### config.mk
export PLATFORM = sky130hd
export DESIGN_NAME = mpi_target
export DESIGN_NICKNAME = d
export VERILOG_FILES = /design/src/rtl/mpi_target.sv
export SDC_FILE = /design/constraint.sdc
export NUM_CORES = 1
export LEC_CHECK = 0
export ABC_AREA = 1
export CAP_MARGIN = 30
export CORE_MARGIN = 2
export CORE_UTILIZATION = 46
export DETAILED_ROUTE_END_ITERATION = 10
export PLACE_DENSITY = 0.85
export SYNTH_ARGS = -nofsm -noshare
export SYNTH_HDL_FRONTEND = slang
export SYNTH_SLANG_ARGS = --single-unit
### constraint.sdc
create_clock -name clk -period 3.2 [get_ports clk]
set_input_delay 0.96 -clock clk [delete_from_list [all_inputs] [get_ports clk]]
set_output_delay 0.96 -clock clk [all_outputs]
set_load 0.03 [all_outputs]
### src/rtl/mpi_target.sv
// mpi_target: bus target for the SYNC/DIN/DOUT/WTBT/RPLY bus.
// Decodes a fixed address window and turns bus cycles into single-cycle
// read/write strobes toward local memory. RPLY is returned after a
// programmable number of wait states.
module mpi_target #(
  parameter logic [15:0] BASE        = 16'o100000,
  parameter int unsigned AW          = 32'd13,
  parameter int unsigned WAIT_STATES = 32'd0
) (
  input  logic          clk,
  input  logic          reset,
  input  logic          ce,
  input  logic          sync_i,
  input  logic          din_i,
  input  logic          dout_i,
  input  logic          wtbt_i,
  input  logic [15:0]   addr_i,
  input  logic [15:0]   data_i,
  output logic          rply_o,
  output logic [15:0]   data_o,
  output logic          data_oe_o,
  output logic [AW-1:0] mem_addr_o,
  output logic          mem_rd_o,
  input  logic [15:0]   mem_rdata_i,
  input  logic          mem_rvalid_i,
  output logic          mem_wr_o,
  output logic [1:0]    mem_be_o,
  output logic [15:0]   mem_wdata_o
);

  typedef enum logic [2:0] {
    S_IDLE    = 3'd0,
    S_ADDR    = 3'd1,
    S_RD_WAIT = 3'd2,
    S_WAIT    = 3'd3,
    S_REPLY   = 3'd4,
    S_IGNORE  = 3'd5
  } state_e;

  localparam logic [15:0] WIN_MASK = 16'((32'd1 << (AW + 32'd1)) - 32'd1);
  localparam bit          WS_ZERO  = (WAIT_STATES == 32'd0);
  localparam int unsigned WS_M1    = WS_ZERO ? 32'd0 : (WAIT_STATES - 32'd1);
  localparam logic [3:0]  WS_LOAD  = 4'(WS_M1);

  // Byte-lane enables: word access drives both lanes, byte access the addressed one.
  function automatic logic [1:0] byte_en(input logic wtbt, input logic a0);
    logic [1:0] be;
    if (!wtbt) begin
      be = 2'b11;
    end else if (a0) begin
      be = 2'b10;
    end else begin
      be = 2'b01;
    end
    return be;
  endfunction

  state_e          state_q, state_d;
  logic            sync_q, sync_d;
  logic [3:0]      cnt_q, cnt_d;
  logic            is_rd_q, is_rd_d;
  logic            wtbt_q, wtbt_d;
  logic            a0_q, a0_d;
  logic [AW-1:0]   mem_addr_q, mem_addr_d;
  logic            mem_rd_q, mem_rd_d;
  logic            mem_wr_q, mem_wr_d;
  logic [1:0]      mem_be_q, mem_be_d;
  logic [15:0]     mem_wdata_q, mem_wdata_d;
  logic [15:0]     data_q, data_d;
  logic            rply_q, rply_d;
  logic            data_oe_q, data_oe_d;

  logic            hit_s;
  logic            sync_rise_s;
  logic            act_wtbt_s;
  logic            act_a0_s;

  assign hit_s       = ((addr_i & ~WIN_MASK) == BASE);
  assign sync_rise_s = sync_i & ~sync_q;
  // In IDLE the cycle attributes come straight off the bus; in ADDR from the latch.
  assign act_wtbt_s  = (state_q == S_IDLE) ? wtbt_i : wtbt_q;
  assign act_a0_s    = (state_q == S_IDLE) ? addr_i[0] : a0_q;

  // Next-state and registered-output computation for one ce-cycle.
  always_comb begin
    logic start_v;
    start_v     = 1'b0;
    state_d     = state_q;
    sync_d      = sync_i;
    cnt_d       = cnt_q;
    is_rd_d     = is_rd_q;
    wtbt_d      = wtbt_q;
    a0_d        = a0_q;
    mem_addr_d  = mem_addr_q;
    mem_rd_d    = 1'b0;
    mem_wr_d    = 1'b0;
    mem_be_d    = mem_be_q;
    mem_wdata_d = mem_wdata_q;
    data_d      = data_q;
    rply_d      = 1'b0;
    data_oe_d   = 1'b0;

    case (state_q)
      S_IDLE: begin
        if (sync_rise_s) begin
          if (hit_s) begin
            mem_addr_d = addr_i[AW:1];
            wtbt_d     = wtbt_i;
            a0_d       = addr_i[0];
            start_v    = 1'b1;
          end else begin
            state_d = S_IGNORE;
          end
        end else begin
          state_d = S_IDLE;
        end
      end
      S_ADDR: begin
        if (!sync_i) begin
          state_d = S_IDLE;
        end else begin
          start_v = 1'b1;
        end
      end
      S_RD_WAIT: begin
        if (!sync_i) begin
          state_d = S_IDLE;
        end else if (mem_rvalid_i) begin
          data_d = mem_rdata_i;
          if (WS_ZERO) begin
            state_d   = S_REPLY;
            rply_d    = 1'b1;
            data_oe_d = 1'b1;
          end else begin
            state_d = S_WAIT;
            cnt_d   = WS_LOAD;
          end
        end else begin
          state_d = S_RD_WAIT;
        end
      end
      S_WAIT: begin
        if (!sync_i) begin
          state_d = S_IDLE;
        end else if (cnt_q == 4'd0) begin
          // Reads reply on entry; writes reply one ce-cycle later so the
          // strobe has completed before RPLY is seen.
          state_d   = S_REPLY;
          rply_d    = is_rd_q;
          data_oe_d = is_rd_q;
        end else begin
          cnt_d = cnt_q - 4'd1;
        end
      end
      S_REPLY: begin
        if (!din_i && !dout_i) begin
          state_d = S_IDLE;
        end else begin
          rply_d    = 1'b1;
          data_oe_d = is_rd_q;
        end
      end
      S_IGNORE: begin
        if (!sync_i) begin
          state_d = S_IDLE;
        end else begin
          state_d = S_IGNORE;
        end
      end
      default: begin
        state_d = S_IDLE;
      end
    endcase

    if (start_v) begin
      if (din_i) begin
        mem_rd_d = 1'b1;
        is_rd_d  = 1'b1;
        state_d  = S_RD_WAIT;
      end else if (dout_i) begin
        mem_wdata_d = data_i;
        mem_be_d    = byte_en(act_wtbt_s, act_a0_s);
        mem_wr_d    = 1'b1;
        is_rd_d     = 1'b0;
        if (WS_ZERO) begin
          state_d = S_REPLY;
        end else begin
          state_d = S_WAIT;
          cnt_d   = WS_LOAD;
        end
      end else begin
        state_d = S_ADDR;
      end
    end else begin
      is_rd_d = is_rd_d;
    end
  end

  // State and output registers; synchronous reset wins over ce.
  always_ff @(posedge clk) begin
    if (reset) begin
      state_q     <= S_IDLE;
      sync_q      <= 1'b0;
      cnt_q       <= 4'd0;
      is_rd_q     <= 1'b0;
      wtbt_q      <= 1'b0;
      a0_q        <= 1'b0;
      mem_addr_q  <= '0;
      mem_rd_q    <= 1'b0;
      mem_wr_q    <= 1'b0;
      mem_be_q    <= 2'b00;
      mem_wdata_q <= 16'd0;
      data_q      <= 16'd0;
      rply_q      <= 1'b0;
      data_oe_q   <= 1'b0;
    end else if (ce) begin
      state_q     <= state_d;
      sync_q      <= sync_d;
      cnt_q       <= cnt_d;
      is_rd_q     <= is_rd_d;
      wtbt_q      <= wtbt_d;
      a0_q        <= a0_d;
      mem_addr_q  <= mem_addr_d;
      mem_rd_q    <= mem_rd_d;
      mem_wr_q    <= mem_wr_d;
      mem_be_q    <= mem_be_d;
      mem_wdata_q <= mem_wdata_d;
      data_q      <= data_d;
      rply_q      <= rply_d;
      data_oe_q   <= data_oe_d;
    end
  end

  assign rply_o      = rply_q;
  assign data_o      = data_q;
  assign data_oe_o   = data_oe_q;
  assign mem_addr_o  = mem_addr_q;
  assign mem_rd_o    = mem_rd_q;
  assign mem_wr_o    = mem_wr_q;
  assign mem_be_o    = mem_be_q;
  assign mem_wdata_o = mem_wdata_q;

endmodule

==> impl_metrics.json, run 1 <==
{
  "asyncSetResetFlopFracSynth_pct": 0,
  "setup-tns-final_ps": 0,
  "p_leak_nw": 1.70,
  "remaining_drcs": 0,
  "min-delay-path-class": "register to register",
  "report.final.hold_viol_count": 0,
  "worstHoldPathCells": 2,
  "post_dp_cell_area_mm2": 0.00371,
  "synth-seq-area-share_pct": 47.7,
  "layout-area-overhead-vs-synth_pct": 49.0,
  "syn-mean-instance-area_um2": 6.91,
  "dpl.cell_count": 544,
  "drt-vias-per-instance": 4.76,
  "holdCritStartpoint": "a0_q$_SDFFE_PP0P_",
  "multi_input_comb_area_mm2": 0.00113,
  "regArea_mm2": 0.00124,
  "route.antenna.remaining_nets": 0,
  "synthTopCellsByArea": "sky130_fd_sc_hd__dfxtp_1, sky130_fd_sc_hd__nor2_1, sky130_fd_sc_hd__nand2_1",
  "hold-path-endpoint": "a0_q$_SDFFE_PP0P_",
  "setup.reg_to_reg.worst_slack_ps": 1570,
  "postSynthRegisterBits": 62,
  "clock_pin_transition_on_the_worst_setup_and_hold_timing_paths_ps": 70,
  "grt.total_usage_pct": 21.2,
  "effective_utilization_at_floorplan_pct": 47.5,
  "finalWorstPathRequiredPeriod_ps": 2400,
  "rsz0062_at_grt": "no",
  "fp.dieW_um": 79.2,
  "routed_wl_mm": 6.52,
  "final_worst_path_cycle_share_pct": 74.9,
  "critical_path.reg2reg.endpoint": "mem_addr_o[0]$_SDFFE_PP0P_",
  "worst_slack_ps": 803,
  "worst_skew_pair.late_latency_ps": 330,
  "maxCapViolCount": 0,
  "globalplace.congestion": 0.880,
  "cell_taking_the_most_area_after_synthesis": "sky130_fd_sc_hd__dfxtp_1",
  "fillers": 461,
  "ir_worst_vdd_mv": 0.349,
  "maxClockFrequency_mhz": 417,
  "ys_types": 23,
  "rr_worst_depth": 7,
  "wire_per_inst_um": 11.6,
  "die_y_um": 79.2,
  "io_buffers": 106,
  "clock_skew_ps": 7.82,
  "power_density_mw_per_mm2": 418,
  "worstSetupPathType": "input pin to register",
  "placement.setup.worst_slack_ps": 456,
  "finalNonFillerCells": 560,
  "synth_nets": 433,
  "fp-row-count": 27,
  "run_status": "finished clean",
  "dieArea_mm2": 0.00627,
  "startpoint_type": "input pin",
  "cts-root-to-sink-buffers": 2,
  "slew_viol_final": 0,
  "worstPathMaxFanout": 17,
  "grt_start_max_net_pins": 38,
  "ys_warn_count": 0,
  "first_global_vias": 2608,
  "worst_setup_path_end_kind": "register",
  "arrival_ps": 2660,
  "core_mm2": 0.00547,
  "synth-edff-count": 0,
  "cts-resized-gates": 0,
  "postLayoutCellArea_mm2": 0.00387,
  "worst_r2r_startpoint": "state_q[2]$_SDFFE_PP0P_",
  "numCtsBuffers": 9,
  "grt_antenna_before_repair": 0,
  "hold_slack_ps": 452,
  "antenna_cells": 0,
  "final_nets": 540,
  "drive_above_1_share_pct": 6.76,
  "worstMarginPinSlew_ps": 432,
  "boundaryPins": 107,
  "setup_fix_bufs_post_cts": 0,
  "yosysTopAreaCellShare_pct": 47.7,
  "clk_root_buffer_cell": "sky130_fd_sc_hd__clkbuf_8",
  "grt_first_pass_wirelength_mm": 10.6,
  "first_pass_iters": 4,
  "synth_ff_type": "sky130_fd_sc_hd__dfxtp_1",
  "hpwl_mm": 4.68,
  "netlist_area_mm2": 0.00260,
  "synthMostInstantiatedCell": "sky130_fd_sc_hd__nor2_1",
  "cts_tree": "yes",
  "detailedRoute.firstIterationViolations": 168,
  "ctsHoldBuffers": 0,
  "numClockSinks": 62,
  "setup_viol_count_final": 0,
  "max_slew_margin_pct": 71.2,
  "grt.overflow.total": 0,
  "postLayoutCoreUtil_pct": 70.8,
  "p_total_mw": 1.62,
  "synth_cells": 376,
  "synth.cells.most_frequent": "sky130_fd_sc_hd__nor2_1, sky130_fd_sc_hd__nand2_1, sky130_fd_sc_hd__dfxtp_1",
  "dr_total_vias": 2667,
  "crit_required_ps": 3470,
  "htreeDepth": 3
}
-- cell type report --
| type | instances | area share (%) |
|---|---|---|
| clock buffers | 11 | 3.65 |
| repair buffers | 110 | 28.2 |
| flip-flops and latches | 62 | 32.0 |
| clock inverters | 5 | 0.646 |
| well taps | 72 | 2.33 |
| multi-input cells | 259 | 29.2 |
| inverters | 41 | 3.97 |
-- sequential cells by signal (all words and copies together), names as in the netlist, 2 cells and up --
signal / flops
state_q: 3
mem_be_o: 2
mem_addr_o: 13
mem_wdata_o: 16
cnt_q: 4
data_o: 16
-- layout by cell type (no fill, tap or decap), drive strengths merged --
master	synthesis	routed
nor2	114	114
clkdlybuf4s50	0	106
nand2	77	77
dfxtp	62	62
inv	39	39
o21ai	36	36
nand3	15	15
a21oi	12	12
clkbuf	6	11
clkinv	2	7
buf	8	4
nand4	2	2
nand3b	1	1
xor2	1	1
ha	1	1
-- layer usage --
metal	wire length [um]	global-route usage (%)
met1	2670	22.8
met2	3090	36.9
met3	623	7.61
met4	142	10.5
met5	0	0
-- cells by family (layout without fill, tap and decap cells) --
| logic type | count (synthesis) | count (layout) | share of synthesized area (%) |
|---|---|---|---|
| AOI/OAI and AO/OA | 48 | 48 | 9.24 |
| xor gates and xnor gates | 1 | 1 | 0.337 |
| adders and majority gates | 1 | 1 | 0.481 |
| buffers and inverters | 55 | 167 | 8.76 |
| DFF | 62 | 62 | 47.7 |
| and+or+nand+nor | 209 | 209 | 33.4 |
-- critical path, stage by stage --
cell,delay [ps]
sky130_fd_sc_hd__clkdlybuf4s50_1,560
sky130_fd_sc_hd__nand2_1,70
sky130_fd_sc_hd__nor2_1,180
sky130_fd_sc_hd__nand3_2,260
sky130_fd_sc_hd__inv_1,420
sky130_fd_sc_hd__nor2_1,80
sky130_fd_sc_hd__nor2_1,120
-- report_power, final --
part | switching [mW] | internal [mW] | total [mW]
logic | 0.117 | 0.113 | 0.230
clock network | 0.290 | 0.295 | 0.585
registers | 0.0137 | 0.790 | 0.804
-- worst max-delay path by stage --
stage | start | end | slack [ps] | cells after the start
finish | sync_i | mem_addr_o[0]$_SDFFE_PP0P_ | 800 | 7
global placement | sync_i | mem_wdata_o[8]$_SDFFE_PP0P_ | 510 | 8
CTS | sync_i | mem_addr_o[0]$_SDFFE_PP0P_ | 800 | 7
detailed placement | sync_i | mem_addr_o[0]$_SDFFE_PP0P_ | 460 | 7
global route | sync_i | mem_addr_o[3]$_SDFFE_PP0P_ | 590 | 7
floorplan | ce | data_o[10]$_SDFFE_PP0P_ | 1250 | 7
Power figures use the tool's default switching activity.
==> run 2: changes to the inputs <==
--- a/config.mk
+++ b/config.mk
@@ -8,9 +8,9 @@
 export ABC_AREA = 1
 export CAP_MARGIN = 30
 export CORE_MARGIN = 2
-export CORE_UTILIZATION = 46
+export CORE_UTILIZATION = 43
 export DETAILED_ROUTE_END_ITERATION = 10
-export PLACE_DENSITY = 0.85
+export PLACE_DENSITY = 0.8
 export SYNTH_ARGS = -nofsm -noshare
 export SYNTH_HDL_FRONTEND = slang
 export SYNTH_SLANG_ARGS = --single-unit
==> constraint.sdc (replaced) <==
create_clock -name clk -period 2.4 [get_ports clk]
set_input_delay 0.72 -clock clk [delete_from_list [all_inputs] [get_ports clk]]
set_output_delay 0.72 -clock clk [all_outputs]
set_load 0.03 [all_outputs]
==> impl_metrics.json, run 2 (synthesized netlist as in run 1, its figures left out) <==
{
  "io_buffers": 106,
  "hpwl_mm": 4.51,
  "first_global_vias": 2406,
  "slew_viol_final": 0,
  "worstMarginPinSlew_ps": 337,
  "cts-root-to-sink-buffers": 2,
  "boundaryPins": 107,
  "hold-path-endpoint": "a0_q$_SDFFE_PP0P_",
  "rsz0062_at_grt": "no",
  "fp.dieW_um": 81.8,
  "final_nets": 545,
  "final_common_cell": "sky130_fd_sc_hd__nor2_1",
  "core_mm2": 0.00589,
  "worst_skew_pair.late_latency_ps": 320,
  "max_slew_margin_pct": 77.5,
  "htreeDepth": 3,
  "final_worst_path_cycle_share_pct": 86.7,
  "globalplace.congestion": 0.944,
  "worstPathCellList": "clkdlybuf4s50_1",
  "postLayoutCoreUtil_pct": 67.5,
  "cts_tree": "yes",
  "p_leak_nw": 1.74,
  "hold_slack_ps": 456,
  "holdCritStartpoint": "a0_q$_SDFFE_PP0P_",
  "setup_fix_bufs_post_cts": 0,
  "finalWorstPathRequiredPeriod_ps": 2080,
  "worstPathMaxFanout": 2,
  "critPathTopFamily": "buffers and inverters",
  "timing.critical_path.slowest_cell_delay_ps": 690,
  "route.antenna.remaining_nets": 0,
  "wire_per_inst_um": 11.0,
  "setup_viol_count_final": 0,
  "worst_setup_path_end_kind": "output port",
  "antenna_cells": 0,
  "grt.overflow.total": 0,
  "fp-row-count": 28,
  "worst_r2r_startpoint": "cnt_q[0]$_SDFFE_PP0P_",
  "ctsHoldBuffers": 0,
  "setup.reg_to_reg.worst_slack_ps": 920,
  "report.final.hold_viol_count": 0,
  "grt_antenna_before_repair": 0,
  "die_y_um": 81.8,
  "layout-area-overhead-vs-synth_pct": 52.9,
  "worst_setup_path_startpoint": "data_o[12]$_SDFFE_PP0P_",
  "dieArea_mm2": 0.00668,
  "clk_root_buffer_cell": "sky130_fd_sc_hd__clkbuf_8",
  "critical_path.reg2reg.endpoint": "state_q[2]$_SDFFE_PP0P_",
  "rr_worst_depth": 9,
  "drt-vias-per-instance": 4.55,
  "grt_start_max_net_pins": 38,
  "first_pass_iters": 4,
  "effective_utilization_at_floorplan_pct": 44.2,
  "worstSetupPathType": "register to output port",
  "power_density_mw_per_mm2": 578,
  "numClockSinks": 62,
  "numCtsBuffers": 9,
  "worstHoldPathCells": 2,
  "clock_skew_ps": 6.91,
  "arrival_ps": 1360,
  "crit_required_ps": 1680,
  "maxCapViolCount": 0,
  "cts-resized-gates": 0,
  "dr_total_vias": 2586,
  "ir_worst_vdd_mv": 0.302,
  "run_status": "finished clean",
  "detailedRoute.firstIterationViolations": 95,
  "setup-tns-final_ps": 0,
  "crit_path_top_delay_cell": "sky130_fd_sc_hd__clkdlybuf4s50_1",
  "p_total_mw": 2.30,
  "drive_above_1_share_pct": 7.51,
  "critical_path_buf_inv_count": 1,
  "remaining_drcs": 0,
  "clock_pin_transition_on_the_worst_setup_and_hold_timing_paths_ps": 60,
  "grt.total_usage_pct": 19.2,
  "grt_first_pass_wirelength_mm": 10.1,
  "routed_wl_mm": 6.25,
  "final_cell_mix": "sky130_fd_sc_hd__nor2_1, sky130_fd_sc_hd__clkdlybuf4s50_1, sky130_fd_sc_hd__nand2_1",
  "min-delay-path-class": "register to register",
  "maxClockFrequency_mhz": 481,
  "startpoint_type": "register"
}
-- run 2: how the worst max path moves through the flow --
stage | endpoint | slack, ps | depth (start not counted)
2_1_floorplan | data_o[10]$_SDFFE_PP0P_ | 690 | 7
3_3_place_gp | data_o[6]$_SDFFE_PP0P_ | 120 | 8
3_5_place_dp | data_o[13]$_SDFFE_PP0P_ | 80 | 8
4_1_cts | data_o[12] | 300 | 1
5_1_grt | data_o[12]$_SDFFE_PP0P_ | 230 | 8
6_report | data_o[12] | 320 | 1
-- run 2: layout make-up --
type / count / area [um2]
clock inverters: 3 / 42.5
fillers: 508 / 1910
inverters: 41 / 154
well taps: 75 / 93.8
clock buffers: 13 / 159
repair buffers: 115 / 1150
flip-flops and latches: 62 / 1240
multi-input cells: 259 / 1130
-- run 2: layer usage --
metal	GRT usage, %	routed length [um]	vias up
li1	-	-	1378
met1	22.5	2750	1108
met2	31.5	2810	89
met3	6.04	569	11
met4	9.67	125	0
met5	0	0	-
-- run 2: worst register-to-register path: cells and delay by family, from the launching register on --
kind	cells	cell delay, ps
buffers and inverters	2	140
AND/OR/NAND/NOR	6	720
adder cells (fa/ha/maj)	1	200
flip-flops	1	310
-- run 2: stage by stage --
| step | instance area (um2) | std cells | setup WS (ps) |
|---|---|---|---|
| 2_1_floorplan | 2600 | 376 | 692 |
| 3_3_place_gp | 3770 | 552 | 122 |
| 3_5_place_dp | 3770 | 552 | 75.6 |
| 4_1_cts | 3980 | 568 | 298 |
| 5_1_grt | 3980 | 568 | 226 |
| 6_report | 3980 | 568 | 320 |
-- run 2: where the power goes --
group / total, mW / internal (mW) / switching (mW)
combinational: 0.307 / 0.155 / 0.153
clock: 0.919 / 0.536 / 0.383
sequential: 1.07 / 1.05 / 0.0182
total: 2.30 / 1.74 / 0.554
